### config.mk
export PLATFORM = sky130hd
export DESIGN_NAME = store_buffer_ctrl_flat
export DESIGN_NICKNAME = d
export VERILOG_FILES = /design/src/rtl/store_buffer_ctrl_if.sv /design/src/rtl/store_buffer_ctrl.sv /design/src/flat_wrapper.sv
export SDC_FILE = /design/constraint.sdc
export NUM_CORES = 1
export LEC_CHECK = 0
export CAP_MARGIN = 15
export CELL_PAD_IN_SITES_DETAIL_PLACEMENT = 2
export CELL_PAD_IN_SITES_GLOBAL_PLACEMENT = 2
export CORE_ASPECT_RATIO = 0.6
export CORE_MARGIN = 3
export CORE_UTILIZATION = 48
export CTS_CLUSTER_SIZE = 10
export DETAILED_ROUTE_END_ITERATION = 10
export HOLD_SLACK_MARGIN = 0.05
export PLACE_DENSITY = 0.83
export SLEW_MARGIN = 30
export SYNTH_ARGS = -nofsm -noshare
export SYNTH_HDL_FRONTEND = slang
export SYNTH_SLANG_ARGS = --single-unit
### constraint.sdc
create_clock -name clk -period 24 [get_ports clk]
set_input_delay 3.6 -clock clk [delete_from_list [all_inputs] [get_ports clk]]
set_output_delay 3.6 -clock clk [all_outputs]
set_load 0.05 [all_outputs]
### src/rtl/store_buffer_ctrl_if.sv
// Bus bundle between the dual-issue pipeline / data memory and the store buffer
// controller. The master side drives allocations, commits, flush and the
// memory acknowledge; the slave side (the controller) drives the memory request
// and the registered status flags.
interface store_buffer_ctrl_if #(
  parameter int AW = 32,
  parameter int DW = 32
);
  logic          alloc_en1;
  logic [AW-1:0] alloc_addr1;
  logic [DW-1:0] alloc_data1;
  logic          alloc_en2;
  logic [AW-1:0] alloc_addr2;
  logic [DW-1:0] alloc_data2;
  logic          write1;
  logic          write2;
  logic          flush;
  logic          mem_ack;
  logic          alloc_ready;
  logic          mem_req;
  logic [AW-1:0] mem_addr;
  logic [DW-1:0] mem_data;
  logic          sb_empty;

  modport master (
    output alloc_en1, alloc_addr1, alloc_data1,
    output alloc_en2, alloc_addr2, alloc_data2,
    output write1, write2, flush, mem_ack,
    input  alloc_ready, mem_req, mem_addr, mem_data, sb_empty
  );

  modport slave (
    input  alloc_en1, alloc_addr1, alloc_data1,
    input  alloc_en2, alloc_addr2, alloc_data2,
    input  write1, write2, flush, mem_ack,
    output alloc_ready, mem_req, mem_addr, mem_data, sb_empty
  );
endinterface

### src/rtl/store_buffer_ctrl.sv
// In-order store buffer controller. Entries live in a circular array tracked
// by three wrap-bit pointers: head (oldest, next to drain), cptr (first
// uncommitted) and tail (next free). Stores are allocated speculatively,
// committed in order, discarded on flush if still uncommitted, and drained to
// memory one at a time over a req/ack handshake.
module store_buffer_ctrl #(
  parameter int DEPTH = 8,
  parameter int AW    = 32,
  parameter int DW    = 32
) (
  input logic              clk,
  input logic              rst,
  store_buffer_ctrl_if.slave sb
);

  localparam int IW = $clog2(DEPTH);
  localparam int PW = IW + 1;
  localparam logic [PW-1:0] DEPTH_P = PW'(DEPTH);
  localparam logic [PW-1:0] TWO_P   = PW'(2);

  typedef enum logic {S_IDLE, S_REQ} state_t;

  logic [AW-1:0] entry_addr_q [DEPTH];
  logic [DW-1:0] entry_data_q [DEPTH];

  state_t        state_q, state_d;
  logic [PW-1:0] head_q, head_d;
  logic [PW-1:0] cptr_q, cptr_d;
  logic [PW-1:0] tail_q, tail_d;
  logic          mem_req_q, mem_req_d;
  logic [AW-1:0] mem_addr_q, mem_addr_d;
  logic [DW-1:0] mem_data_q, mem_data_d;
  logic          alloc_ready_q, alloc_ready_d;
  logic          sb_empty_q, sb_empty_d;

  logic [PW-1:0] uncommitted;
  logic [PW-1:0] commit_req;
  logic [PW-1:0] commit_adv;
  logic [PW-1:0] occupancy;
  logic [PW-1:0] free_slots;
  logic [PW-1:0] next_occ;
  logic          wr0_en, wr1_en;
  logic [IW-1:0] wr0_idx, wr1_idx;
  logic [AW-1:0] wr0_addr;
  logic [DW-1:0] wr0_data;

  // Commit, flush and allocation: everything is judged against start-of-cycle
  // pointers, so a drain finishing this cycle never frees a slot for an alloc.
  always_comb begin
    uncommitted = tail_q - cptr_q;
    commit_req  = PW'(sb.write1) + PW'(sb.write2);
    commit_adv  = (commit_req > uncommitted) ? uncommitted : commit_req;
    cptr_d      = cptr_q + commit_adv;
    occupancy   = tail_q - head_q;
    free_slots  = DEPTH_P - occupancy;
    wr0_en      = 1'b0;
    wr1_en      = 1'b0;
    wr0_idx     = tail_q[IW-1:0];
    wr1_idx     = tail_q[IW-1:0] + IW'(1);
    wr0_addr    = sb.alloc_addr1;
    wr0_data    = sb.alloc_data1;
    tail_d      = tail_q;
    if (sb.flush) begin
      tail_d = cptr_d;
    end else begin
      if ((sb.alloc_en1 || sb.alloc_en2) && (free_slots != '0)) begin
        wr0_en = 1'b1;
        if (!sb.alloc_en1) begin
          wr0_addr = sb.alloc_addr2;
          wr0_data = sb.alloc_data2;
        end
      end
      if (sb.alloc_en1 && sb.alloc_en2 && (free_slots >= TWO_P)) begin
        wr1_en = 1'b1;
      end
      tail_d = tail_q + PW'(wr0_en) + PW'(wr1_en);
    end
  end

  // Drain FSM: pick up the head entry once it is committed, hold it until ack,
  // then return to IDLE for one bubble cycle before looking again.
  always_comb begin
    state_d    = state_q;
    head_d     = head_q;
    mem_req_d  = mem_req_q;
    mem_addr_d = mem_addr_q;
    mem_data_d = mem_data_q;
    case (state_q)
      S_IDLE: begin
        if (cptr_q != head_q) begin
          mem_addr_d = entry_addr_q[head_q[IW-1:0]];
          mem_data_d = entry_data_q[head_q[IW-1:0]];
          mem_req_d  = 1'b1;
          state_d    = S_REQ;
        end
      end
      S_REQ: begin
        if (sb.mem_ack) begin
          head_d    = head_q + PW'(1);
          mem_req_d = 1'b0;
          state_d   = S_IDLE;
        end
      end
      default: begin
        mem_req_d = 1'b0;
        state_d   = S_IDLE;
      end
    endcase
  end

  // Status flags are computed from the next-state pointers so they are valid
  // in the cycle right after the edge that changed occupancy.
  always_comb begin
    next_occ      = tail_d - head_d;
    alloc_ready_d = ((DEPTH_P - next_occ) >= TWO_P);
    sb_empty_d    = (tail_d == head_d);
  end

  // Entry storage needs no reset; only slots behind tail are ever read.
  always_ff @(posedge clk) begin
    if (wr0_en) begin
      entry_addr_q[wr0_idx] <= wr0_addr;
      entry_data_q[wr0_idx] <= wr0_data;
    end
    if (wr1_en) begin
      entry_addr_q[wr1_idx] <= sb.alloc_addr2;
      entry_data_q[wr1_idx] <= sb.alloc_data2;
    end
  end

  // Pointer, FSM and registered output state with synchronous reset.
  always_ff @(posedge clk) begin
    if (rst) begin
      state_q       <= S_IDLE;
      head_q        <= '0;
      cptr_q        <= '0;
      tail_q        <= '0;
      mem_req_q     <= 1'b0;
      mem_addr_q    <= '0;
      mem_data_q    <= '0;
      alloc_ready_q <= 1'b1;
      sb_empty_q    <= 1'b1;
    end else begin
      state_q       <= state_d;
      head_q        <= head_d;
      cptr_q        <= cptr_d;
      tail_q        <= tail_d;
      mem_req_q     <= mem_req_d;
      mem_addr_q    <= mem_addr_d;
      mem_data_q    <= mem_data_d;
      alloc_ready_q <= alloc_ready_d;
      sb_empty_q    <= sb_empty_d;
    end
  end

  assign sb.alloc_ready = alloc_ready_q;
  assign sb.mem_req     = mem_req_q;
  assign sb.mem_addr    = mem_addr_q;
  assign sb.mem_data    = mem_data_q;
  assign sb.sb_empty    = sb_empty_q;

endmodule

### src/flat_wrapper.sv
// flat-port wrapper written by rule: the top's interface ports become plain ports
module store_buffer_ctrl_flat 
#(
  parameter int DEPTH = 8,
  parameter int AW    = 32,
  parameter int DW    = 32
)
  (clk, rst, sb_alloc_en1, sb_alloc_addr1, sb_alloc_data1, sb_alloc_en2, sb_alloc_addr2, sb_alloc_data2, sb_write1, sb_write2, sb_flush, sb_mem_ack, sb_alloc_ready, sb_mem_req, sb_mem_addr, sb_mem_data, sb_sb_empty);
  store_buffer_ctrl_if #(.AW(AW), .DW(DW)) sb_i ();
  input logic clk;
  input logic rst;
  input wire logic [$bits(sb_i.alloc_en1)-1:0] sb_alloc_en1;
  input wire logic [$bits(sb_i.alloc_addr1)-1:0] sb_alloc_addr1;
  input wire logic [$bits(sb_i.alloc_data1)-1:0] sb_alloc_data1;
  input wire logic [$bits(sb_i.alloc_en2)-1:0] sb_alloc_en2;
  input wire logic [$bits(sb_i.alloc_addr2)-1:0] sb_alloc_addr2;
  input wire logic [$bits(sb_i.alloc_data2)-1:0] sb_alloc_data2;
  input wire logic [$bits(sb_i.write1)-1:0] sb_write1;
  input wire logic [$bits(sb_i.write2)-1:0] sb_write2;
  input wire logic [$bits(sb_i.flush)-1:0] sb_flush;
  input wire logic [$bits(sb_i.mem_ack)-1:0] sb_mem_ack;
  output wire logic [$bits(sb_i.alloc_ready)-1:0] sb_alloc_ready;
  output wire logic [$bits(sb_i.mem_req)-1:0] sb_mem_req;
  output wire logic [$bits(sb_i.mem_addr)-1:0] sb_mem_addr;
  output wire logic [$bits(sb_i.mem_data)-1:0] sb_mem_data;
  output wire logic [$bits(sb_i.sb_empty)-1:0] sb_sb_empty;
  assign sb_i.alloc_en1 = sb_alloc_en1;
  assign sb_i.alloc_addr1 = sb_alloc_addr1;
  assign sb_i.alloc_data1 = sb_alloc_data1;
  assign sb_i.alloc_en2 = sb_alloc_en2;
  assign sb_i.alloc_addr2 = sb_alloc_addr2;
  assign sb_i.alloc_data2 = sb_alloc_data2;
  assign sb_i.write1 = sb_write1;
  assign sb_i.write2 = sb_write2;
  assign sb_i.flush = sb_flush;
  assign sb_i.mem_ack = sb_mem_ack;
  assign sb_alloc_ready = sb_i.alloc_ready;
  assign sb_mem_req = sb_i.mem_req;
  assign sb_mem_addr = sb_i.mem_addr;
  assign sb_mem_data = sb_i.mem_data;
  assign sb_sb_empty = sb_i.sb_empty;
  store_buffer_ctrl #(.DEPTH(DEPTH), .AW(AW), .DW(DW)) u_core (.clk(clk), .rst(rst), .sb(sb_i));
endmodule
After elaboration in Yosys (flattened, before gate mapping). Memory sizes are Yosys's and may differ from the RTL's. A register that Yosys moved wholly into a read port is not among the register bits. Cells that the tools add are included.

RAM bits: 512. Output and inout port bits: 67. Register bits: 16. Input port bits: 136. Memories: 2. Logic and storage cells: 61.

Memories: u_core.entry_addr_q (words 8, bits a word 32, rd ports 1, clocked after Yosys merged registers in 1, wr ports 2, line store_buffer_ctrl.sv:23) `logic [AW-1:0] entry_addr_q [DEPTH];`; u_core.entry_data_q (words 8, bits a word 32, rd ports 1, clocked after Yosys merged registers in 1, wr ports 2, line store_buffer_ctrl.sv:24) `logic [DW-1:0] entry_data_q [DEPTH];`.

Eq/ne operators: 4. Bitwise operators: 1. Order comparisons: 3. Muxes and demuxes: 26. Add/sub/neg operators: 11. Reductions and logical operators: 7.

Operators with widths (number): 2-to-1 mux 32 bit (6); 2-to-1 mux 4 bit (4); 2-to-1 mux 1 bit (14); subtractor 4 bit (3); adder 4 x 1 -> 4 bit (2); greater-or-equal comparator 4 x 2 -> 1 bit (second input constant) (2); subtractor 4 bit (first input constant) (2); adder 4 x 1 -> 4 bit (second input constant) (1); adder 4 bit (1); equality test 4 bit (1); greater-than comparator 4 bit (1); inequality test 4 bit (1); case mux 1 bit (2 select lines) (2); AND reduction 2 bit (2); nonzero test 4 bit (1); adder 3 x 1 -> 3 bit (second input constant) (1); logical AND 1 bit (3); adder 1 x 1 -> 2 bit (1); inequality test 2 x 1 -> 1 bit (second input constant) (1); inequality test 2 bit (second input constant) (1); logical OR 1 bit (1); inverter 1 bit (1).

Logic depth before layout (Yosys ltp). Gate-level depths: netlist of the first run.

Depth after elaboration: 12. Depth in mapped cells: 26.

Worst setup path before layout of the first run. Ideal clock, no wire load.

Kind: input-to-reg. From: in sb_flush. To: mem u_core.entry_addr_q[2][0], enable pin. Arrival time: 8.946 ns. Slack: 14.470 ns. Stages on the path: 3. Setup time: 0.584 ns. Cells stage by stage: clkbuf_1 or2_2 o32ai_1.

RTL lines: from (decl) (line flat_wrapper.sv:20) `input wire logic [$bits(sb_i.flush)-1:0] sb_flush;`; to (decl) (line store_buffer_ctrl.sv:23).

Worst setup path in the final report of the first run.
From: in sb_write2. To: reg u_core.alloc_ready_q, in the netlist u_core.sb.alloc_ready.

Word-level cells in the longest chain between the ends: 8.

Ends and longest elaborated chain: from (decl) (line flat_wrapper.sv:19) `input wire logic [$bits(sb_i.write2)-1:0] sb_write2;`; adder 1 x 1 -> 2 bit (*) (line store_buffer_ctrl.sv:51) `commit_req = PW'(sb.write1) + PW'(sb.write2);`; greater-than comparator 4 bit (line store_buffer_ctrl.sv:52) `commit_adv = (commit_req > uncommitted) ? uncommitted : commit_req;`; 2-to-1 mux 4 bit (*) (line store_buffer_ctrl.sv:52); adder 4 bit (*) (line store_buffer_ctrl.sv:53) `cptr_d = cptr_q + commit_adv;`; 2-to-1 mux 4 bit (*) (line store_buffer_ctrl.sv:63) `if (sb.flush) begin`; subtractor 4 bit (*) (line store_buffer_ctrl.sv:114) `next_occ = tail_d - head_d;`; subtractor 4 bit (*) (line store_buffer_ctrl.sv:115) `alloc_ready_d = ((DEPTH_P - next_occ) >= TWO_P);`; greater-or-equal comparator 4 x 2 -> 1 bit (*) (line store_buffer_ctrl.sv:115); to (signal assigned) (line store_buffer_ctrl.sv:151) `alloc_ready_q <= alloc_ready_d;`; to (decl) (line store_buffer_ctrl.sv:33) `logic alloc_ready_q, alloc_ready_d;`.

Mark *: on every way between the ends. The rest lies on a longest branch, timed or not. A chain may end at the register's enable or synchronous reset.

==> results.md, run 1 <==
* Status: complete, no violations
* Worst R2R Path Depth at 21
* Nets at 2070
* Avg Inst Size Synth at ~17 µm²
* Global route hottest layer: met2
* Total number of vias at about 17000
* Met3 usage at 5.383%
* Kind of critical path: input port to register
* Initial Util at approximately half
* Mapped Area at just under 30000 µm²
* Crit-path max cell delay at 0.53 ns
* Vias/cell at roughly 6.3
* Synth Flop Type: edfxtp_1
* Tcrit/Tclk final at around a third
* Filler cells at roughly 5000
* Layout cell share with drive strength beyond 1 at 38.87%
* Total CTS buffers at 69
* Core Box Area at between 50000 and 60000 µm²
* Crit-path leading delay family: adder cells
* Clock root buffer: clkbuf_16
* Max clock buf depth at 3
* Worst skew pair latency at 0.63 ns
* Clock Power Share at 26.3%
* Worst Clk Skew at around 0.021 ns
* Mapped Cells at approximately 1700
* Max H-tree Level at 3
* Combinational Power Share at 36.1%
* Cell Pwr Density at 113.1 nW/µm²
* Synthesized flop and latch total at ~600
* Gr ovfl total at 0
* Worst hold slack at 0.5003 ns
* Initial antenna violation count at 11
* Min-delay worst type: register to register
* Largest net degree at the start of global routing at 72
* Fin crit period at between 7 and 8 ns
* Num ports at around 200
* Drt first-iter violations at approximately 1500
* DR DRC count at 0
* Post_cts resized at 0
* Clock Sinks at between 500 and 600
* Final setup fails at 0
* Unrepaired setup endpoints after global routing: no
* Die width at approximately 320 µm
* Slowest cell on the critical path: nor3b_1
* Critical Path AT at about 8.5 ns
* MaxCap Viol Count at 0
* EDFF count, synth at ~510
* Worst path cell trace: clkdlybuf4s50_1 > ha_1 > inv_1 > ha_1 > nand2_1 > o21ai_0 > a211o_1 > nor3b_1 > mux2i_1 > ha_1 > inv_1 > fa_1 > inv_1 > mux2i_1 > ha_1 > ha_1 > inv_1 > fa_1 > xnor2_1 > xnor3_1 > nand3_1
* Routed WL per cell at around 34 µm
* Die ar. at around 63000 µm²
* Postcts setup bufs at 0
* Worst EP required at 24.55 ns
* Hpwl dp at approximately 50 mm
* CP endpoint kind: register
* Min-delay src: u_core.sb.mem_req
* Slew margin rel. at a little under a third
* Setup TNS Final at 0 ns
* Post-CTS Hold Fix Bufs at 0
* Port bufs at a little over 200
* Worst R2R End: u_core.sb.alloc_ready
* Final GP Congestion at between 0.7 and 0.8
* R2R Path Start: u_core.tail_q[0]
* Synth unique cells at 50
* Sw Pwr at ~1.4 mW
* WP buf/inv at 5
* CP most frequent cell: ha_1
* Overall routing resource usage at 29.88%
* Max FO, Critical Path at 3
* Worst slew pin tran at 1.048 ns
* Final Hold Fails at 0
* Number of global-route vias before repair at roughly 20000
* Post-route ant nets at 0
* Asr flop ratio synth at 0%
* Max-slew violation count at 0
* Met2 Track Usage GR at between 50% and 60%
* Hold Path Stages at 2
* Post-synthesis sequential area ratio at approximately three fifths
* Commonest cells after routing, fill and taps aside: edfxtp_1, mux2_2, clkdlybuf4s50_1
* First-pass GRT wire length at approximately 140 mm
* Synth Warn # at 0
* Area Overhead vs Synth at 17.71%
* Leak Pwr at about 11 nW
* Max Clock Freq at around 130 MHz
* TritonRoute pass-1 iters at 5
* Peak supply drop at 0.09436 mV
* Syn_nets at 1866
* Worst setup SP type: input port
* Flop pwr share at 37.6%
* TritonCTS clock tree: built
* Num rows at 68
* Die Span Y at 196.0 µm
* Post-Route WL at 92.85 mm
* R2R setup slack at about 17 ns
* Tot Pwr at 3.846 mW
* Switch share at a little over a third
* Met1 track demand over resource at 38.98%
* Clk pin slew, worst setup/hold paths at approximately 0.050 ns
* Cell internal pwr at 2.485 mW
* Commonest non-fill, non-tap cell in the layout: edfxtp_1
* Min-Delay Endpoint: u_core.sb.mem_req
==> cells in the mapped netlist (all sizes together), types with 2 or more instances <==
cell type | count | area share [%]
o22ai | 2 | 0.043
nor3b | 2 | 0.069
dfxtp | 80 | 5.5
inv | 20 | 0.26
a21oi | 12 | 0.32
mux2 | 514 | 20
a21o | 4 | 0.10
xor2 | 3 | 0.091
nand2b | 4 | 0.087
fa | 5 | 0.35
mux2i | 67 | 2.3
nor2b | 7 | 0.15
nand3 | 3 | 0.052
or2 | 2 | 0.043
ha | 20 | 0.87
nand4 | 2 | 0.043
mux4 | 128 | 10
nor3 | 2 | 0.035
o32ai | 6 | 0.18
edfxtp | 512 | 53
o21ai | 7 | 0.17
buf | 87 | 1.8
clkbuf | 27 | 0.35
or3 | 2 | 0.043
nor2 | 80 | 1.0
o21a | 2 | 0.052
nand2 | 13 | 0.17
xnor2 | 16 | 0.49
a211oi | 64 | 1.7
==> layer usage <==
metal / share of wire (%) / vias up
met3: 4.7 / 130
li1: - / 7256
met4: 2.0 / 6
met1: 42 / 9332
met2: 51 / 485
met5: 0.033 / -
==> stage by stage <==
| stage | util [%] | worst slack [ns] | area, µm² | instances |
|---|---|---|---|---|
| CTS | 58.05 | 16.15 | 33930 | 2732 |
| global route | 58.16 | 15.85 | 34000 | 2740 |
| floorplan | - | 14.47 | 28880 | 1705 |
| finish | 58.17 | 16.10 | 34000 | 2741 |
| global placement | 54.25 | 15.85 | 31710 | 2599 |
| detailed placement | 54.50 | 15.58 | 31860 | 2607 |
==> worst reg2reg max path, cell delays in order, from the launching register on <==
cell	delay [ns]
dfxtp_1	0.90
clkinv_1	0.85
ha_1	0.54
fa_1	0.50
ha_1	0.35
nand2_1	0.08
o21ai_0	0.07
a211o_1	0.27
nor3b_1	0.53
mux2i_1	0.28
ha_1	0.23
inv_1	0.08
fa_1	0.53
inv_1	0.05
mux2i_1	0.24
ha_1	0.21
ha_1	0.15
inv_1	0.05
fa_1	0.44
xnor2_1	0.21
xnor3_1	0.26
nand3_1	0.09
==> power by group through the flow <==
stage | Combinational, mW | Clock (mW) | Sequential (mW)
final | 1.39 | 1.01 | 1.45
after global routing | 1.47 | 1.07 | 1.46
after CTS | 1.38 | 1.03 | 1.45
after detailed placement | 1.35 | 0 | 1.46
after global placement | 1.28 | 0 | 1.44
after floorplan | 0.783 | 0 | 1.57
==> sequential cells by signal, summed over array words and instances, names as in the netlist <==
signal / count
u_core.sb.mem_addr: 32
u_core.sb.mem_data: 32
u_core.state_q: 1
u_core.entry_data_q: 256
u_core.cptr_q: 4
u_core.tail_q: 4
u_core.sb.alloc_ready: 1
u_core.sb.sb_empty: 1
u_core.head_q: 4
u_core.sb.mem_req: 1
u_core.entry_addr_q: 256
==> logic make-up (layout without fill, tap and decap cells) <==
logic type | after synthesis | in the layout | share of synthesized area [%]
fa+ha+maj | 25 | 25 | 1.213
flops | 592 | 592 | 58.77
xor+xnor | 20 | 20 | 0.6541
compound gates | 101 | 101 | 2.668
simple gates | 122 | 122 | 1.884
buf+inv | 135 | 393 | 2.452
other cells | 1 | 9 | 0.01298
mux | 709 | 709 | 32.34
==> how the worst max path moves through the flow <==
stage,start,endpoint,slack [ns],cells past startpoint
final,sb_write2,u_core.sb.alloc_ready,16.10,21
after global routing,sb_write2,u_core.sb.alloc_ready,15.85,21
after CTS,sb_write2,u_core.sb.alloc_ready,16.15,21
after detailed placement,sb_write2,u_core.sb.alloc_ready,15.58,21
after global placement,sb_write2,u_core.sb.alloc_ready,15.85,21
after floorplan,sb_flush,u_core.entry_addr_q[2][0],14.47,3
==> cell type report <==
type | instances | area, µm² | share of cell area (%)
Clock inverter | 5 | 71.32 | 0.2098
Multi-Input combinational cell | 978 | 11400 | 33.54
Inverter | 21 | 78.83 | 0.2318
Antenna cell | 8 | 20.02 | 0.05888
Sequential cell | 592 | 16990 | 49.96
Timing Repair Buffer | 247 | 2471 | 7.268
Clock buffer | 120 | 2003 | 5.892
Tap cell | 770 | 963.4 | 2.834
Note: power is estimated with default switching activity, not from simulation.
==> run 2: changes to the inputs <==
- CORE_UTILIZATION: 48 -> 45
- PLACE_DENSITY: 0.83 -> 0.78
- clock period: 24 -> 7.5 ns (I/O delays scaled with it)
==> results.md, run 2 (synthesized netlist as in run 1, its figures left out) <==
* Status: complete, no violations (unchanged)
* Nets at 2067 (was 2070)
* Worst EP required at 8.04 ns (was 24.55 ns)
* Crit-path leading delay family: adder cells (unchanged)
* Worst slew pin tran at 0.9838 ns (was 1.048 ns)
* Total number of vias at 16970 (was 17210)
* Final setup fails at 0 (unchanged)
* Min-delay worst type: register to register (unchanged)
* Slew margin rel. at 34.41% (was 30.14%)
* Leak Pwr at 10.85 nW (was 10.90 nW)
* Min-Delay Endpoint: u_core.sb.mem_addr[9] (was u_core.sb.mem_req)
* Overall routing resource usage at 26.94% (was 29.88%)
* Post-CTS Hold Fix Bufs at 0 (unchanged)
* MaxCap Viol Count at 0 (unchanged)
* Min-delay src: u_core.sb.mem_addr[9] (was u_core.sb.mem_req)
* Setup TNS Final at 0 ns (unchanged)
* Max Clock Freq at approximately 160 MHz
* Tcrit/Tclk final at between 80% and 90%
* WP buf/inv at 4 (was 5)
* Worst Clk Skew at 0.01632 ns (was 0.02137 ns)
* Worst setup SP type: register (was input port)
* Final Hold Fails at 0 (unchanged)
* Commonest cells after routing, fill and taps aside: edfxtp_1, mux2_2, clkdlybuf4s50_1 (unchanged)
* Critical Path AT at 6.97 ns (was 8.45 ns)
* Clock root buffer: clkbuf_16 (unchanged)
* Final GP Congestion at 0.7705 (was 0.7737)
* Worst path cell trace: clkinv_1 > ha_1 > fa_1 > ha_1 > nand2_1 > o21ai_0 > a211o_1 > nor3b_1 > mux2i_1 > ha_1 > inv_1 > fa_1 > inv_1 > mux2i_1 > ha_1 > ha_1 > inv_1 > fa_1 > xnor2_1 > xnor3_1 > nand3_1 (was clkdlybuf4s50_1 > ha_1 > inv_1 > ha_1 > nand2_1 > o21ai_0 > a211o_1 > nor3b_1 > mux2i_1 > ha_1 > inv_1 > fa_1 > inv_1 > mux2i_1 > ha_1 > ha_1 > inv_1 > fa_1 > xnor2_1 > xnor3_1 > nand3_1)
* Die ar. at 67360 µm² (was 63250 µm²)
* Max FO, Critical Path at 13 (was 3)
* Commonest non-fill, non-tap cell in the layout: edfxtp_1 (unchanged)
* Peak supply drop at 0.3733 mV (was 0.09436 mV)
* TritonCTS clock tree: built (unchanged)
* Worst R2R End: u_core.sb.alloc_ready (unchanged)
* Number of global-route vias before repair at 19540 (was 19720)
* Max-slew violation count at 0 (unchanged)
* Unrepaired setup endpoints after global routing: no (unchanged)
* Fin crit period at around 6.4 ns
* TritonRoute pass-1 iters at 5 (unchanged)
* First-pass GRT wire length at 134.1 mm (was 138.0 mm)
* R2R setup slack at 1.07 ns (was 17.03 ns)
* CP endpoint kind: register (unchanged)
* Num ports at 203 (unchanged)
* Top Registers: u_core.entry_addr_q (256), u_core.entry_data_q (256) (unchanged)
* Clk pin slew, worst setup/hold paths at 0.07 ns (was 0.05 ns)
* Port bufs at 202 (unchanged)
* CP most frequent cell: ha_1 (unchanged)
* Area Overhead vs Synth at 17.60% (was 17.71%)
* Vias/cell at 6.058 (was 6.278)
* Filler cells at 5501 (was 4866)
* Core Box Area at 63070 µm² (was 58450 µm²)
* Max clock buf depth at 3 (unchanged)
* Die Span Y at 202.2 µm (was 196.0 µm)
* Drt first-iter violations at 1317 (was 1513)
* Gr ovfl total at 0 (unchanged)
* Worst R2R Path Depth at 21 (unchanged)
* Hold Path Stages at 2 (unchanged)
* Kind of critical path: register to register (was input port to register)
* Initial antenna violation count at 14 (was 11)
* Hpwl dp at 50.78 mm (was 51.18 mm)
* DR DRC count at 0 (unchanged)
* Layout cell share with drive strength beyond 1 at 38.77% (was 38.87%)
* Post-Route WL at 90.24 mm (was 92.85 mm)
* Largest net degree at the start of global routing at 79 (was 72)
* Total CTS buffers at 69 (unchanged)
* Slowest cell on the critical path: dfxtp_1 (was nor3b_1)
* Tot Pwr at 12.12 mW (was 3.846 mW)
* Postcts setup bufs at 0 (unchanged)
* Num rows at 71 (was 68)
* Cell Pwr Density at 356.8 nW/µm² (was 113.1 nW/µm²)
* Initial Util at 45.79% (was 49.42%)
* Worst skew pair latency at 0.61 ns (was 0.63 ns)
* Crit-path max cell delay at 0.78 ns (was 0.53 ns)
* Die width at 333.1 µm (was 322.7 µm)
* Post_cts resized at 0 (unchanged)
* R2R Path Start: u_core.tail_q[0] (unchanged)
* Final design utilization at 53.86% (was 58.17%)
* Max H-tree Level at 3 (unchanged)
* Clock Sinks at 592 (unchanged)
* Routed WL per cell at 32.21 µm (was 33.87 µm)
* Post-route ant nets at 0 (unchanged)
==> run 2: changes by cell type in the layout (fill, tap and decap cells not counted), sizes merged <==
cell    previous run  this run
inv               23        20
bufinv             1         0
buf               46        43
clkinv             2         1
==> run 2: worst min-delay path, delay by kind of cell, from the launching register on <==
| kind | cells | cell delay [ns] |
|---|---|---|
| flip-flops | 1 | 0.31 |
| AO/OA/AOI/OAI | 1 | 0.05 |
| AND/OR/NAND/NOR | 1 | 0.10 |
==> run 2: area by class of cell <==
| cell class | count | area (µm²) | area share, % |
|---|---|---|---|
| antenna | 8 | 20.02 | 0.05893 |
| inverter | 21 | 78.83 | 0.2321 |
| clock buffer | 120 | 2023 | 5.956 |
| tap | 839 | 1050 | 3.090 |
| sequential | 592 | 16990 | 50.01 |
| multi-input combinational | 978 | 11400 | 33.57 |
| timing repair buffer | 244 | 2406 | 7.083 |
==> run 2: routing by layer <==
layer | up-vias | global-route usage (%) | wire (µm)
met2 | 416 | 46.30 | 45600
met1 | 9192 | 35.31 | 38330
met5 | - | 0 | 74
met3 | 129 | 5.127 | 4608
li1 | 7225 | - | -
met4 | 12 | 6.867 | 1639
==> run 2: worst max path at each step <==
stage               cells past startpoint        startpoint                        end
floorplan                              14  u_core.head_q[0]  u_core.entry_addr_q[3][0]
global placement                       21  u_core.tail_q[0]      u_core.sb.alloc_ready
detailed placement                     21  u_core.tail_q[0]      u_core.sb.alloc_ready
CTS                                    21  u_core.tail_q[0]      u_core.sb.alloc_ready
global route                           21  u_core.tail_q[0]      u_core.sb.alloc_ready
finish                                 21  u_core.tail_q[0]      u_core.sb.alloc_ready
==> run 2: metrics by stage <==
step / cell area (µm²) / hold WS [ns] / instances / setup WS [ns]
floorplan: 28880 / 0.4894 / 1705 / -0.5550
global placement: 31820 / 0.4711 / 2670 / 1.377
detailed placement: 31910 / 0.4984 / 2674 / 1.180
CTS: 33930 / 0.5061 / 2794 / 1.111
global route: 33960 / 0.5348 / 2799 / 0.6451
finish: 33970 / 0.5024 / 2802 / 1.069
==> run 2: power by group <==
| part | leakage, nW | switching, mW | internal [mW] |
|---|---|---|---|
| clock | 0.967 | 1.35 | 1.82 |
| combinational | 4.58 | 2.60 | 1.76 |
| sequential | 5.31 | 0.281 | 4.31 |
| total | 10.9 | 4.23 | 7.89 |
